$ cat src/rtl/booth_seq_multiplier_pkg.sv
// Shared types for the sequential Booth multiplier.
//   mult_state_t : FSM state encoding (IDLE, CALC, DONE)
//   cnt_w(n)     : width of the iteration counter for an n-bit operand,
//                  sized to hold n+1 with headroom
package mult_pkg;

  typedef enum logic [1:0] {IDLE, CALC, DONE} mult_state_t;

  function automatic int cnt_w(input int n);
    return $clog2(n + 2);
  endfunction

endpackage

$ cat src/rtl/booth_seq_multiplier_if.sv
// Handshake bundle for booth_seq_multiplier.
//   in_valid/in_ready   : operand handshake (a, b, is_signed)
//   out_valid/out_ready : result handshake (product, 2N bits)
//   busy                : block is in CALC or DONE
//   master : producer/consumer side, slave : multiplier side
interface booth_seq_multiplier_if #(parameter int N = 32);

  logic             in_valid;
  logic             in_ready;
  logic [N-1:0]     a;
  logic [N-1:0]     b;
  logic             is_signed;
  logic             out_valid;
  logic             out_ready;
  logic [2*N-1:0]   product;
  logic             busy;

  modport master (
    output in_valid, a, b, is_signed, out_ready,
    input  in_ready, out_valid, product, busy
  );

  modport slave (
    input  in_valid, a, b, is_signed, out_ready,
    output in_ready, out_valid, product, busy
  );

endinterface

$ cat src/rtl/booth_seq_multiplier_addsub.sv
// Ripple-carry add/subtract unit shared by every Booth iteration.
//   x, y : operands (WIDTH bits)
//   sub  : 0 -> x+y, 1 -> x+~y+1 (doubles as carry-in)
//   sum  : WIDTH-bit result, carry-out discarded
module booth_addsub #(
  parameter int WIDTH = 8
) (
  input  logic [WIDTH-1:0] x,
  input  logic [WIDTH-1:0] y,
  input  logic             sub,
  output logic [WIDTH-1:0] sum
);

  logic [WIDTH-1:0] c;

  assign c[0] = sub;

  for (genvar i = 0; i < WIDTH; i++) begin : g_cell
    logic yb;
    assign yb     = y[i] ^ sub;
    assign sum[i] = x[i] ^ yb ^ c[i];
    // Top cell's carry-out is never needed.
    if (i < WIDTH - 1) begin : g_carry
      assign c[i+1] = (x[i] & yb) | (c[i] & (x[i] ^ yb));
    end
  end

endmodule

$ cat src/rtl/booth_seq_multiplier.sv
// Sequential radix-2 Booth multiplier, one add/sub step per cycle.
//   clk, rst_n : clock, asynchronous active-low reset
//   bus        : slave side of booth_seq_multiplier_if (operands in,
//                2N-bit product out, busy status)
// Operands are extended to N+1 bits so signed and unsigned share one
// signed datapath; the accumulator carries one extra guard bit so A+-M
// never overflows. Result appears N+1 cycles after acceptance.
module booth_seq_multiplier
  import mult_pkg::*;
#(
  parameter int N = 32
) (
  input  logic                 clk,
  input  logic                 rst_n,
  booth_seq_multiplier_if.slave bus
);

  localparam int W  = N + 1;
  localparam int CW = cnt_w(N);

  mult_state_t    state;
  logic [W:0]     acc;
  logic [W:0]     mcand;
  logic [W-1:0]   q;
  logic           q_m1;
  logic [CW-1:0]  cnt;
  logic           in_ready_q;
  logic           out_valid_q;
  logic [2*N-1:0] product_q;

  logic [W-1:0]   a_ext, b_ext;
  logic [W:0]     sum, acc_op, acc_sh;
  logic [W-1:0]   q_sh;

  // Extension bit is the sign only in signed mode.
  assign a_ext = {bus.is_signed & bus.a[N-1], bus.a};
  assign b_ext = {bus.is_signed & bus.b[N-1], bus.b};

  // Booth pair 10 subtracts, 01 adds, so Q[0] selects the operation.
  booth_addsub #(.WIDTH(W + 1)) u_addsub (
    .x   (acc),
    .y   (mcand),
    .sub (q[0]),
    .sum (sum)
  );

  always_comb begin
    acc_op = (q[0] ^ q_m1) ? sum : acc;
    acc_sh = {acc_op[W], acc_op[W:1]};
    q_sh   = {acc_op[0], q[W-1:1]};
  end

  assign bus.in_ready  = in_ready_q;
  assign bus.out_valid = out_valid_q;
  assign bus.product   = product_q;
  assign bus.busy      = (state != IDLE);

  always_ff @(posedge clk or negedge rst_n) begin
    if (!rst_n) begin
      state       <= IDLE;
      acc         <= '0;
      mcand       <= '0;
      q           <= '0;
      q_m1        <= 1'b0;
      cnt         <= '0;
      in_ready_q  <= 1'b1;
      out_valid_q <= 1'b0;
      product_q   <= '0;
    end else begin
      case (state)
        IDLE: begin
          if (bus.in_valid) begin
            mcand      <= {a_ext[W-1], a_ext};
            acc        <= '0;
            q          <= b_ext;
            q_m1       <= 1'b0;
            cnt        <= CW'(W);
            in_ready_q <= 1'b0;
            state      <= CALC;
          end
        end
        CALC: begin
          acc  <= acc_sh;
          q    <= q_sh;
          q_m1 <= q[0];
          cnt  <= cnt - 1'b1;
          if (cnt == CW'(1)) begin
            // Capture from the post-shift values of this final step.
            product_q   <= {acc_sh[N-2:0], q_sh};
            out_valid_q <= 1'b1;
            state       <= DONE;
          end
        end
        DONE: begin
          if (bus.out_ready) begin
            out_valid_q <= 1'b0;
            in_ready_q  <= 1'b1;
            state       <= IDLE;
          end
        end
        default: state <= IDLE;
      endcase
    end
  end

endmodule

$ cat src/flat_wrapper.sv
// flat-port wrapper written by rule: the top's interface ports become plain ports
module booth_seq_multiplier_flat import mult_pkg::*;
#(
  parameter int N = 32
)
  (clk, rst_n, bus_in_valid, bus_a, bus_b, bus_is_signed, bus_out_ready, bus_in_ready, bus_out_valid, bus_product, bus_busy);
  booth_seq_multiplier_if #(.N(N)) bus_i ();
  input  logic clk;
  input  logic rst_n;
  input wire logic [$bits(bus_i.in_valid)-1:0] bus_in_valid;
  input wire logic [$bits(bus_i.a)-1:0] bus_a;
  input wire logic [$bits(bus_i.b)-1:0] bus_b;
  input wire logic [$bits(bus_i.is_signed)-1:0] bus_is_signed;
  input wire logic [$bits(bus_i.out_ready)-1:0] bus_out_ready;
  output wire logic [$bits(bus_i.in_ready)-1:0] bus_in_ready;
  output wire logic [$bits(bus_i.out_valid)-1:0] bus_out_valid;
  output wire logic [$bits(bus_i.product)-1:0] bus_product;
  output wire logic [$bits(bus_i.busy)-1:0] bus_busy;
  assign bus_i.in_valid = bus_in_valid;
  assign bus_i.a = bus_a;
  assign bus_i.b = bus_b;
  assign bus_i.is_signed = bus_is_signed;
  assign bus_i.out_ready = bus_out_ready;
  assign bus_in_ready = bus_i.in_ready;
  assign bus_out_valid = bus_i.out_valid;
  assign bus_product = bus_i.product;
  assign bus_busy = bus_i.busy;
  booth_seq_multiplier #(.N(N)) u_core (.clk(clk), .rst_n(rst_n), .bus(bus_i));
endmodule
$ cat config.mk
export PLATFORM = sky130hd
export DESIGN_NAME = booth_seq_multiplier_flat
export DESIGN_NICKNAME = d
export VERILOG_FILES = /design/src/rtl/booth_seq_multiplier_pkg.sv /design/src/rtl/booth_seq_multiplier_if.sv /design/src/rtl/booth_seq_multiplier_addsub.sv /design/src/rtl/booth_seq_multiplier.sv /design/src/flat_wrapper.sv
export SDC_FILE = /design/constraint.sdc
export NUM_CORES = 1
export LEC_CHECK = 0
export ABC_CLOCK_PERIOD_IN_PS = 20400
export BUFFER_PORTS_ARGS = -buffer_cell sky130_fd_sc_hd__buf_4
export CAP_MARGIN = 10
export CORE_MARGIN = 4
export CORE_UTILIZATION = 58
export CTS_BUF_LIST = sky130_fd_sc_hd__clkbuf_2
export CTS_CLUSTER_DIAMETER = 150
export DETAILED_ROUTE_END_ITERATION = 8
export GPL_TIMING_DRIVEN = 1
export MAX_ROUTING_LAYER = met4
export PLACE_DENSITY = 0.86
export SYNTH_ARGS = -nofsm -noshare
export SYNTH_HDL_FRONTEND = slang
export SYNTH_HIERARCHICAL = 1
export SYNTH_SLANG_ARGS = --single-unit
$ cat constraint.sdc
create_clock -name clk -period 20.4 [get_ports clk]
set_input_delay 2.04 -clock clk [delete_from_list [all_inputs] [get_ports clk]]
set_output_delay 2.04 -clock clk [all_outputs]
set_load 0.1 [all_outputs]
==> results.ini, run 1 <==
[worst_hold_path]
hold_end = u_core/bus.product[52]
holdCritStartpoint = u_core/bus.product[52]
min_path_type = reg2reg
holdPathStages = 1

[clocking]
cts_tree = built
path_clk_slew_ns = 0.22
clock_latency_ns = 0.72
numCtsBuffers = 17
root_buffer = clkbuf_2
cts.sink_count = 174
cts_hold_buf = 0
htree_levels = 4
post_cts_buffers = 0
cts_resized = 0
clockBufferDepth = 2

[die]
ios = 136
core_mm2 = 0.0146
die_w_um = 130
row_count = 44
dieArea_mm2 = 0.0169
start_util = 0.593
dieHeight_um = 130

[place]
hpwl_um = 11900
routabilityCongestion = 0.798
port_buffers = 135
place_area_mm2 = 0.00972

[worst_setup_path]
cp-end-kind = flop
path_class = reg2reg
critPathMaxStageDelay_ns = 0.71
rrSetupSlack_ns = 6.32
cp_common_cell = fa_1
timing.rr.start = u_core/q[0]
arrival_ns = 14.71
r2r_end = u_core/acc[32]
cp.required_ns = 21.03
cp_slowest_cell = dfrtp_2
r2r_cells = 39
critPathMaxFanout = 17
worstSetupStartpointType = flop

[sta]
min_period_over_period = 0.690
finalCriticalPeriod_ns = 14.08
hold_viol = 0
setup_viol = 0
finalSetupTns_ns = 0
rsz0062_at_grt = false
drv_slew = 0
skew_ns = 0.0312
max_freq_mhz = 71.0
slew_headroom = 0.295
tightest_slew_ns = 1.06

[synthesis]
synth_area_mm2 = 0.00866
ys_ff_latch = 174
syn_nets = 873
ys_async_sr_fraction = 1.00
yosys.cell_types.count = 45
synth_seq_area_share = 0.503
synth_edf_count = 0
ys_warn_count = 6
synth_ff_type = dfrtp_1
syn_avg_cell_area_um2 = 11.2
synthCells = 770

[layout]
final_area_mm2 = 0.00989
drive_gt1_frac = 0.281
seq_area_mm2 = 0.00436
area_growth_pct = 14.3
final_common_cell = dfrtp_1
layout_common_cells = dfrtp_1, nand2_1, buf_4, inv_1, mux2_2
multi_input_area_mm2 = 0.00377
fillCellCount = 1097
nets = 988
antennaDiodeCount = 0

[drt]
drtAntennaViolNets = 0
drt_iter0_markers = 272
routed_via_density = 5.48
drt_wl_total_um = 17900
wl_per_cell_um = 16.6
num_vias = 5924
drc_errors = 0
drt-pass1-iter-count = 5

[global_route]
grt_pass1_wl_um = 29700
antenna_found_initial = 0
grt_pass1_vias = 6060
grt_max_degree = 120
overflow = 0
grt_usage = 0.229

[flow_run]
cap_violations = 0

[run_status]
status = completed

==> flip-flops by register name, indices dropped and copies added (netlist names) <==
| name | count |
|---|---|
| u_core/acc | 33 |
| u_core/mcand | 33 |
| u_core/bus.out_valid | 1 |
| u_core/bus.product | 64 |
| u_core/q_m1 | 1 |
| u_core/bus.in_ready | 1 |
| u_core/q | 33 |
| u_core/state | 2 |
| u_core/cnt | 6 |
==> synthesized netlist by cell type (3+ instances only) <==
master | count | area share
mux2i_1 | 11 | 0.013
o31ai_1 | 3 | 0.0026
o21ai_0 | 42 | 0.024
buf_8 | 3 | 0.0052
buf_6 | 8 | 0.010
mux2_1 | 19 | 0.025
o2bb2ai_1 | 29 | 0.029
dfrtp_1 | 173 | 0.50
mux2_2 | 53 | 0.069
buf_4 | 3 | 0.0026
a22oi_1 | 31 | 0.027
mux2_4 | 16 | 0.028
clkbuf_1 | 31 | 0.013
fa_1 | 32 | 0.074
xnor2_1 | 33 | 0.033
nand3_1 | 9 | 0.0052
nor2_1 | 3 | 0.0013
buf_2 | 3 | 0.0017
nor2b_1 | 4 | 0.0029
a21oi_1 | 3 | 0.0017
nand2_1 | 161 | 0.070
inv_1 | 74 | 0.032
==> layer usage <==
layer | track usage | up-vias | wire length [um]
li1 | - | 2773 | -
met1 | 0.298 | 2957 | 7780
met2 | 0.356 | 184 | 8660
met3 | 0.0712 | 10 | 1360
met4 | 0.0556 | 0 | 122
met5 | - | - | 0
==> final cells by class <==
class	count	area share
timing repair buffer	145	0.110
clock buffer	19	0.00961
clock inverter	12	0.00759
multi-input combinational	473	0.381
sequential	174	0.440
tap	184	0.0233
inverter	74	0.0281
==> critical path, delay by kind of cell, from the launching register on <==
kind | cells | cell delay, ns
xor+xnor | 3 | 0.48
flops | 1 | 0.71
compound gates | 1 | 0.21
fa+ha+maj | 32 | 12.42
buf+inv | 3 | 0.19
==> cells by family after synthesis <==
family,Yosys count,share of synthesized area
and+or+nand+nor,188,0.0893
DFF,174,0.503
buffers and inverters,123,0.0659
AOI/OAI and AO/OA,115,0.0916
muxes,99,0.134
xor gates and xnor gates,37,0.0392
adders and majority gates,34,0.0769
==> stage by stage <==
stage	hold WS [ns]	worst slack, ns	instances	util
6_report	0.520	6.32	1081	0.678
5_1_grt	0.538	5.87	1081	0.678
4_1_cts	0.525	6.35	1081	0.678
3_5_place_dp	0.485	6.44	1050	0.667
3_3_place_gp	0.478	6.60	1050	0.667
2_1_floorplan	0.465	6.88	770	-
==> worst max path at each step <==
stage                           endpoint         from
after floorplan           u_core/acc[32]  u_core/q[0]
after global placement    u_core/acc[32]  u_core/q[0]
after detailed placement  u_core/acc[32]  u_core/q[0]
after CTS                 u_core/acc[32]  u_core/q[0]
after global routing      u_core/acc[32]  u_core/q[0]
final                     u_core/acc[32]  u_core/q[0]
Power of run 1 is not shown: default switching activity piles up to over one toggle a cycle in this logic, so the estimate is an artifact.
==> inputs of run 2 (changes only) <==
--- a/config.mk
+++ b/config.mk
@@ -5,7 +5,7 @@
 export SDC_FILE = /design/constraint.sdc
 export NUM_CORES = 1
 export LEC_CHECK = 0
-export ABC_CLOCK_PERIOD_IN_PS = 20400
+export ABC_CLOCK_PERIOD_IN_PS = 13200
 export BUFFER_PORTS_ARGS = -buffer_cell sky130_fd_sc_hd__buf_4
 export CAP_MARGIN = 10
 export CORE_MARGIN = 4
==> constraint.sdc (replaced) <==
create_clock -name clk -period 13.2 [get_ports clk]
set_input_delay 1.32 -clock clk [delete_from_list [all_inputs] [get_ports clk]]
set_output_delay 1.32 -clock clk [all_outputs]
set_load 0.1 [all_outputs]
==> run 2 against run 1 <==
Routed wire length increased by 2.3%. Sequential share of layout area decreased by 0.53 points. Via count decreased by 0.66%. First-iteration DRC count increased by 39%. Register-to-register slack got worse by 6.1 ns. Clock-buffer cell count decreased by 1. Global-route usage increased by 0.41 points. Utilization increased by 0.83 points. Critical path depth unchanged.
==> results.ini, run 2 (synthesis results as in run 1) <==
[worst_setup_path]
cp-end-kind = flop
cp_common_cell = fa_2
worstSetupStartpointType = flop
arrival_ns = 13.57
critPathMaxStageDelay_ns = 0.48
cp.required_ns = 13.84
rrSetupSlack_ns = 0.27
timing.rr.start = u_core/q[0]
startpoint = u_core/q[0]
r2r_cells = 39
cp_slowest_cell = dfrtp_2
critPathMaxFanout = 4
path_class = reg2reg
r2r_end = u_core/acc[32]

[die]
core_mm2 = 0.0146
dieArea_mm2 = 0.0169
dieHeight_um = 130
start_util = 0.593
row_count = 44
die_w_um = 130
ios = 136

[run_status]
status = completed

[sta]
final.setup.worst_slack_ns = 0.268
tightest_slew_ns = 1.06
setup_viol = 0
max_freq_mhz = 77.3
finalCriticalPeriod_ns = 12.93
drv_slew = 0
hold_viol = 0
slew_headroom = 0.291
min_period_over_period = 0.980
skew_ns = 0.0667
rsz0062_at_grt = false

[place]
port_buffers = 135
pre_cts_ws_ns = -0.274
routabilityCongestion = 0.791
hpwl_um = 12300
place_area_mm2 = 0.00978
placedCellCount = 1054

[clocking]
cts_hold_buf = 0
root_buffer = clkbuf_2
cts_tree = built
path_clk_slew_ns = 0.27
clock_latency_ns = 0.74
clockBufferDepth = 2
cts.sink_count = 174
post_cts_buffers = 0
htree_levels = 4
numCtsBuffers = 17

[worst_hold_path]
hold_end = u_core/bus.in_ready
holdPathStages = 2
holdCritStartpoint = u_core/bus.in_ready
min_path_type = reg2reg

[global_route]
antenna_found_initial = 0
grt_usage = 0.233
grt_pass1_vias = 6076
grt_pass1_wl_um = 30300
grt_max_degree = 91
overflow = 0

[drt]
wl_per_cell_um = 16.9
routed_via_density = 5.42
num_vias = 5885
drt-pass1-iter-count = 4
drtAntennaViolNets = 0
drc_errors = 0
drt_wl_total_um = 18300
drt_iter0_markers = 379

[layout]
final_common_cell = dfrtp_1
fillCellCount = 1081
final_area_mm2 = 0.0100
largest_register_ffs = 64
drive_gt1_frac = 0.312
antennaDiodeCount = 0
nets = 992
layout_common_cells = dfrtp_1, nand2_1, buf_4, inv_1, mux2_2
area_growth_pct = 15.7
stdcell_count = 1086

[flow_run]
cap_violations = 0

==> run 2: stage by stage <==
step                TNS [ns]   util  hold WS [ns]
global placement           0  0.670         0.474
global route               0  0.687         0.546
floorplan                  0      -         0.465
CTS                        0  0.686         0.524
detailed placement    -0.327  0.670         0.483
finish                     0  0.687         0.522
==> run 2: worst max path at each step <==
stage / end / cells after the start / slack [ns]
2_1_floorplan: u_core/acc[32] / 41 / 0.02
3_3_place_gp: u_core/acc[32] / 39 / 0.0004
3_5_place_dp: u_core/acc[32] / 39 / -0.27
4_1_cts: u_core/acc[32] / 39 / 0.04
5_1_grt: u_core/acc[32] / 39 / 0.02
6_report: u_core/acc[32] / 39 / 0.27
==> run 2: final cells by class <==
type,count,area [um2],share of cell area
Clock inverter,14,116,0.0116
Clock buffer,18,90.1,0.00899
Sequential cell,174,4360,0.435
Tap cell,184,230,0.0230
Multi-Input combinational cell,473,3820,0.382
Inverter,74,278,0.0277
Timing Repair Buffer,149,1120,0.112
==> run 2: repair_timing <==
item | 4_1_cts | 5_1_grt
setup endpoints to repair | 2 | 2
resized for setup | 7 | 6
pin swaps | 2 | 1
==> run 2: critical path, delay by kind of cell (launching register included) <==
family | cells | cell delay [ns]
flops | 1 | 0.48
buf+inv | 3 | 0.20
compound gates | 1 | 0.20
xor+xnor | 3 | 0.51
fa+ha+maj | 32 | 11.45
==> run 2: per-layer routing <==
layer	track usage	routed length [um]	up-vias
li1	-	-	2779
met1	0.307	8070	2939
met2	0.365	8920	155
met3	0.0651	1180	12
met4	0.0550	166	0
met5	-	0	-
Power of run 2 is left out for the same reason.
==> inputs of run 3 (changes only) <==
--- a/config.mk
+++ b/config.mk
@@ -16,6 +16,7 @@
 export GPL_TIMING_DRIVEN = 1
 export MAX_ROUTING_LAYER = met4
 export PLACE_DENSITY = 0.86
+export RECOVER_POWER = 25
 export SYNTH_ARGS = -nofsm -noshare
 export SYNTH_HDL_FRONTEND = slang
 export SYNTH_HIERARCHICAL = 1
==> run 3 against run 2 <==
Critical path type unchanged. Largest cell class unchanged. Critical endpoint unchanged. Utilization shrank 0.15 points. First-iteration DRC count decreased by 9.5%. Non-clock buffer count unchanged. Clock-buffer cell count stayed put. The flow now finishes with violations (capacitance limit, slew limit). Die area did not move. Hold slack got worse by 0.00085 ns. Setup slack worse by 0.025 ns. Via count about the same. Sequential share of layout area increased by 0.098 points. Critical path depth did not move.
==> results.ini, run 3 (synthesis results as in run 1) <==
[worst_setup_path]
cp_slowest_cell = dfrtp_2
cp-end-kind = flop
critPathTopFamily = adder cells
critPathMaxStageDelay_ns = 0.48
arrival_ns = 13.59
critPathBufInv = 3
cp_common_cell = fa_2
cp.required_ns = 13.83
path_class = reg2reg
worstSetupStartpointType = flop
critPathMaxFanout = 4

[sta]
hold_viol = 0
whs_ns = 0.521
tightest_slew_ns = 4.66
rsz0062_at_grt = false
setup_viol = 0
skew_ns = 0.0607
min_period_over_period = 0.982
finalCriticalPeriod_ns = 12.96
max_freq_mhz = 77.2
slew_headroom = -2.11
drv_slew = 172

[drt]
drc_errors = 0
drt_wl_total_um = 18400
drt-pass1-iter-count = 5
wl_per_cell_um = 16.9
routed_via_density = 5.42
drt_iter0_markers = 343
drtAntennaViolNets = 0
num_vias = 5888

[layout]
layout_common_cells = dfrtp_1, nand2_1, buf_4, inv_1, mux2_2
drive_gt1_frac = 0.306
largest_register_ffs = 64
area_growth_pct = 15.4
antennaDiodeCount = 0
final_common_cell = dfrtp_1
nets = 992
utilization = 0.685

[global_route]
met3_usage = 0.0651
grt_max_degree = 91
met2_usage = 0.365
grt_util_met1 = 0.307
grt_pass1_wl_um = 30300
antenna_found_initial = 0
overflow = 0
grt_usage = 0.233
top_usage_layer = met2
grt_pass1_vias = 6076

[run_status]
violations = capacitance limit, slew limit
status = finished, violations left

[place]
port_buffers = 135
hpwl_um = 12300
routabilityCongestion = 0.791

[clocking]
path_clk_slew_ns = 0.24
cts.sink_count = 174
cts_hold_buf = 0
cts_tree = built
htree_levels = 4
root_buffer = clkbuf_2
clock_latency_ns = 0.73
numCtsBuffers = 17
clockBufferDepth = 2

[die]
dieArea_mm2 = 0.0169
ios = 136
row_count = 44
start_util = 0.593
core_mm2 = 0.0146
die_w_um = 130
dieHeight_um = 130

[worst_hold_path]
min_path_type = reg2reg

[flow_run]
cap_violations = 3

run 3: changes by cell type in the layout (fill, tap and decap cells not counted):
| cell | change |
|---|---|
| o21bai_1 | +1 |
| o21bai_2 | -1 |
| buf_4 | -3 |
| buf_6 | -1 |
| clkbuf_1 | +4 |
run 3: worst reg2reg max path: cells and delay by family (launching register included):
kind / cells / cell delay [ns]
AOI/OAI and AO/OA: 1 / 0.20
xor gates and xnor gates: 3 / 0.51
adders and majority gates: 32 / 11.46
buffers and inverters: 3 / 0.21
DFF: 1 / 0.48
run 3: stage by stage:
step           instances  worst slack [ns]  TNS (ns)  area (um2)
2_1_floorplan        770            0.0243         0        8680
3_3_place_gp        1054          0.000441         0        9780
3_5_place_dp        1054            -0.274    -0.327        9780
4_1_cts             1086            0.0361         0       10000
5_1_grt             1086            0.0138         0        9990
6_report            1086             0.244         0        9990
run 3: path summary, 6_finish.rpt:
path	start	end	slack [ns]	cells after the start
max	u_core/q[0]	u_core/acc[32]	0.24	39
min	u_core/mcand[12]	u_core/mcand[12]	0.52	2
max reg2reg	u_core/q[0]	u_core/acc[32]	0.24	39
min reg2reg	u_core/mcand[12]	u_core/mcand[12]	0.52	2
max in group asynchronous	rst_n	u_core/q[0]	8.06	2
min in group asynchronous	rst_n	u_core/bus.product[41]	2.22	1
run 3: cell type report:
cell class	count	area, um2
clock buffers	18	90.1
clock inverters	14	116
fillers	1084	4600
inverters	74	278
multi-input cells	473	3820
flip-flops and latches	174	4360
well taps	184	230
repair buffers	149	1100
run 3: what timing repair did:
action	4_1_cts	5_1_grt
pin swaps	2	1
resized for setup	7	6
endpoints found under the setup margin	2	2
setup buffers	0	0
run 3: layer usage:
layer | routed length, um | share of wire
met1 | 7980 | 0.43
met2 | 8970 | 0.49
met3 | 1220 | 0.067
met4 | 187 | 0.010
met5 | 0 | 0
Power of run 3 is left out for the same reason.
